## src/rtl/sdram_traffic_pkg.sv

```systemverilog
// ============================================================================
// Module  : sdram_traffic_pkg
// Summary : Shared types and constants for the SDRAM traffic checker.
// Revision: 1.0 - initial release
// ============================================================================
`default_nettype none

package sdram_traffic_pkg;

  typedef enum logic [2:0] {
    IDLE    = 3'd0,
    WR_BEAT = 3'd1,
    RD_CMD  = 3'd2,
    RD_DATA = 3'd3,
    DONE    = 3'd4
  } state_t;

  localparam logic [1:0] c_mode_write = 2'b00;
  localparam logic [1:0] c_mode_read  = 2'b01;
  localparam logic [1:0] c_mode_both  = 2'b10;
  localparam logic [1:0] c_mode_rsvd  = 2'b11;

  // Right-shifting Galois taps, maximal length for each supported width.
  localparam logic [63:0] c_taps_8  = 64'h0000_0000_0000_00B8;
  localparam logic [63:0] c_taps_16 = 64'h0000_0000_0000_B400;
  localparam logic [63:0] c_taps_32 = 64'h0000_0000_A300_0000;
  localparam logic [63:0] c_taps_64 = 64'hD800_0000_0000_0000;

  function automatic logic [63:0] lfsr_taps(input int width);
    case (width)
      8:       return c_taps_8;
      32:      return c_taps_32;
      64:      return c_taps_64;
      default: return c_taps_16;
    endcase
  endfunction

endpackage

`default_nettype wire

```

## src/rtl/traffic_pattern_gen.sv

```systemverilog
// ============================================================================
// Module  : traffic_pattern_gen
// Summary : Beat data pattern source; incrementing, or Galois LFSR when
//           TRAFFIC_CHECKER_LFSR_EN is defined.
// Revision: 1.0 - initial release
// ============================================================================
`default_nettype none

module traffic_pattern_gen #(
  parameter int                DATA_W = 16,
  parameter logic [DATA_W-1:0] SEED   = 1
) (
  input  logic              clk,
  input  logic              rst,
  input  logic              load,
  input  logic              step,
  output logic [DATA_W-1:0] value
);

  logic [DATA_W-1:0] w_seed;
  logic [DATA_W-1:0] w_next;

`ifdef TRAFFIC_CHECKER_LFSR_EN
  import sdram_traffic_pkg::*;
  localparam logic [DATA_W-1:0] c_taps = DATA_W'(lfsr_taps(DATA_W));

  // An all-zero state would lock the LFSR, so a zero seed starts at 1.
  assign w_seed = (SEED == '0) ? DATA_W'(1) : SEED;
  assign w_next = (value >> 1) ^ (value[0] ? c_taps : '0);
`else
  assign w_seed = SEED;
  assign w_next = value + DATA_W'(1);
`endif

  always_ff @(posedge clk) begin
    if (rst) begin
      value <= '0;
    end else if (load) begin
      value <= w_seed;
    end else if (step) begin
      value <= w_next;
    end
  end

endmodule

`default_nettype wire

```

## config.mk

```make
export PLATFORM = sky130hd
export DESIGN_NAME = traffic_pattern_gen
export DESIGN_NICKNAME = d
export VERILOG_FILES = /design/src/rtl/sdram_traffic_pkg.sv /design/src/rtl/traffic_pattern_gen.sv
export SDC_FILE = /design/constraint.sdc
export NUM_CORES = 1
export LEC_CHECK = 0
export ABC_CLOCK_PERIOD_IN_PS = 2350
export CELL_PAD_IN_SITES_DETAIL_PLACEMENT = 0
export CELL_PAD_IN_SITES_GLOBAL_PLACEMENT = 1
export CORE_MARGIN = 1
export CORE_UTILIZATION = 36
export DETAILED_ROUTE_END_ITERATION = 10
export PLACE_DENSITY_LB_ADDON = 0.1
export RECOVER_POWER = 25
export SLEW_MARGIN = 20
export SYNTH_ARGS = -nofsm -noshare
export SYNTH_HDL_FRONTEND = slang
export SYNTH_SLANG_ARGS = --single-unit
```

## constraint.sdc

```tcl
create_clock -name clk -period 2.35 [get_ports clk]
set_input_delay 0.47 -clock clk [delete_from_list [all_inputs] [get_ports clk]]
set_output_delay 0.47 -clock clk [all_outputs]
set_load 0.05 [all_outputs]
```

Word-level counts from Yosys, hierarchy flattened --
Index checks and enable logic that the tools add are counted.
Operators by class: $lt $le $gt $ge 0, equality and inequality tests 0, shift-type cells 0, reductions and logical operators 2, mux-type cells 2, bitwise gates (word level) 0, add/subtract/negate cells 1, $mul 0, div/mod/pow operators 0
Operators with widths (number):
- 16-bit by 1-bit adder with 16-bit output, second input constant | 1
- 1-bit 2-to-1 mux | 2
- 2-bit nonzero test | 1
- 2-bit OR reduction | 1
Storage, ports and cells: RAM bits 0, ROM bits 0, output and inout bits 16, input port bits 4, memories 0, register bits after elaboration 16, bits in latches 0

Logic depth before layout (Yosys ltp) --
Gate-level depths: netlist (run 1).
word-level depth 3, depth in mapped cells 5

Worst setup path before layout (run 1) --
No wires, ideal clock.
kind reg2reg, start register value[0], end register value[12], stages on the path, launching flop included 6, path buffers 0, data arrival time 1.619 ns, path slack 0.604 ns, cells stage by stage dfxtp_1 ha_1 nand4_1 or3_1 xor2_1 nor2_1
Between the ends: word-level cells in the longest chain between the ends 1
Ends and longest elaborated chain:
- start, declared | line traffic_pattern_gen.sv:17 | output logic [DATA_W-1:0] value
- start signal, assigned | line traffic_pattern_gen.sv:39 | value <= w_seed;
- start signal, assigned | line traffic_pattern_gen.sv:41 | value <= w_next;
- 16-bit by 1-bit adder with 16-bit output | line traffic_pattern_gen.sv:32 | assign w_next = value + DATA_W'(1);
Every way passes these cells. A chain may end at the register's enable or synchronous reset.

Worst setup path in the final report (run 1) --
start register value[3], end output port value[3]
No word-level cell between the ends.

==> metrics, run 1 <==
status finished clean; ys async rst share 0%; Vias per Instance 4.87; type of origin of the critical path flip-flop; total congestion overflow 0; DRC 0; Max IR drop VDD 219 uV; # Post-CTS Setup Buffers 0; WP data required 1880 ps; Syn Nets 85; Core Box Area 0.00180 sq mm; Core Util, Final 52.7%; vias in the first global route 537; Setup crit end kind primary output; Synth-to-Final Area Change 32.2%; worst path cell trace clkdlybuf4s50_1; Skew-Pair Late Insertion Delay 280 ps; root buffer cell clkbuf_4; FMAX 0.473 GHz; worst rel slew slack 44.5%; worst hold path class reg2reg; Worst-path clk slew 90 ps; leakage 0.315 nW; clock sinks 16; Worst Path Buf+Inv 1; I/O Pins 20; Final Max Slew Viols 0; die width 46.7 microns; max_cap viols 0; clock buffer depth 2; share of post-route cells with drive strength above 1 5.05%; synthesized area per cell 8.98 sq um; DIE HEIGHT 46.7 microns; internal power 0.000344 W; critical path's top delay family buffers and inverters; CTS Buf Count 3; via count 604; gate count of the mapped netlist 80; Port Buffers 19; Post-Syn Area 718 sq um; global-route wire length before repair 2240 microns; Die ar. 0.00218 sq mm; fraction of power consumed by sequential logic 62.0%; fin nets 106; CP Max Fanout 7; slowest CP cell clkdlybuf4s50_1; synth unique cells 21; Post-CTS Resized 0; post-route ant nets 0; Seq cells post-synth 16; RSZ-0062 raised after global routing no; PD cells 469 mW/mm^2; final setup fails 0; switching power 0.000102 W; period utilization 90.0%; fin crit period 2110 ps; Data arrival, critical path 1640 ps; Yosys Warn Count 0; Primary FF master, synth dfxtp_1; Clock power frac 31.5%; ANT cells 0; Worst Clk Skew 3.71 ps; dpl hpwl 1010 microns; CTS tree done; Initial DRC Count 8; setup TNS 0 ps; initial core utilization 39.9%; DR pass1 iterations 3; wire per inst 11.2 microns; CP Class reg2out; hold slack 531 ps; combinational share of power 6.4%; Seq/Total Area, Yosys 44.6%; drt total wl 1390 microns; Rows 15; Hold-fix buffers, CTS 0; max FFs per register 16; global-route usage over all layers 14.8%; Top reg by flops value; Worst path max stage delay 860 ps; switching part of the total 22.8%; antenna violations before repair 0; largest net degree at the start of global routing 16; # H-tree levels 1; Worst Max-Slew Pin Slew 832 ps; Largest regs value (16); routability cong. 0.734; Final Hold Viols 0; EDFF count, synth 0
-- power by group through the flow --
| stage | clock, W | combinational (W) | sequential (W) |
|---|---|---|---|
| after floorplan | 0 | 0.0000115 | 0.000290 |
| after detailed placement | 0 | 0.0000298 | 0.000282 |
| after CTS | 0.000146 | 0.0000300 | 0.000276 |
| after global routing | 0.000159 | 0.0000315 | 0.000277 |
| after global placement | 0 | 0.0000297 | 0.000282 |
| final | 0.000140 | 0.0000286 | 0.000276 |
-- per-layer routing --
metal | vias to the layer above | GRT usage (%) | wire length [microns]
met3 | 4 | 2.35 | 46
li1 | 314 | - | -
met4 | 0 | 8.57 | 23
met1 | 273 | 18.9 | 689
met2 | 13 | 23.1 | 630
met5 | - | 0 | 0
-- metrics by stage --
stage	instances	setup WS [ps]	power, W	area, sq um
after floorplan	80	604	0.000301	718
after global placement	121	326	0.000312	927
after detailed placement	121	291	0.000312	927
after CTS	124	229	0.000452	950
after global routing	124	164	0.000468	950
final	124	236	0.000445	950
-- final timing paths --
check                           startpoint         to  slack [ps]  depth (start not counted)
worst max-delay path              value[3]   value[3]         240                          1
worst min-delay path             value[15]  value[15]         530                          2
worst min register to register   value[15]  value[15]         530                          2
worst max register to register    value[0]  value[10]         860                          5
-- cells in the mapped netlist (2+ instances only) --
master | n | share of area, %
xor2_1 | 9 | 11
dfxtp_1 | 16 | 45
nand3_1 | 4 | 2.8
or3_1 | 2 | 1.7
nor2_1 | 16 | 8.4
xnor2_1 | 5 | 6.1
clkbuf_1 | 2 | 1.0
nand2_1 | 5 | 2.6
nand4_1 | 6 | 5.2
nor4_1 | 4 | 3.5
-- cell usage in the layout (no fill, tap or decap), drive strengths merged, types with 3 or more instances in the layout --
| cell | Yosys | final |
|---|---|---|
| clkbuf | 2 | 3 |
| nor4 | 4 | 4 |
| dfxtp | 16 | 16 |
| clkdlybuf4s50 | 0 | 17 |
| nand4 | 7 | 7 |
| nand2 | 5 | 5 |
| nor2 | 16 | 16 |
| xnor2 | 5 | 5 |
| nand3 | 4 | 4 |
| xor2 | 9 | 9 |
-- cell type report --
type                    count  area (sq um)
multi-input cells          60           382
flip-flops and latches     16           320
clock buffers               3          22.5
well taps                  25          31.3
fillers                   193           852
repair buffers             19           190
inverters                   1          3.75
-- cell families (layout without fill, tap and decap cells) --
| kind of cell | count (synthesis) | count (layout) | synth area share, % |
|---|---|---|---|
| DFF | 16 | 16 | 44.6 |
| buffers and inverters | 4 | 23 | 2.26 |
| AOI/OAI and AO/OA | 2 | 2 | 1.39 |
| adders and majority gates | 1 | 1 | 1.74 |
| and+or+nand+nor | 42 | 42 | 31.5 |
| muxes | 1 | 1 | 1.39 |
| xor gates and xnor gates | 14 | 14 | 17.1 |
Note: power is estimated with default switching activity, not from simulation.
==> run 2: changes to the inputs <==
Settings changed: CORE_MARGIN 1 to not set.
==> results of run 2 <==
No change in the layout: final DEF, timing and power equal those of run 1.
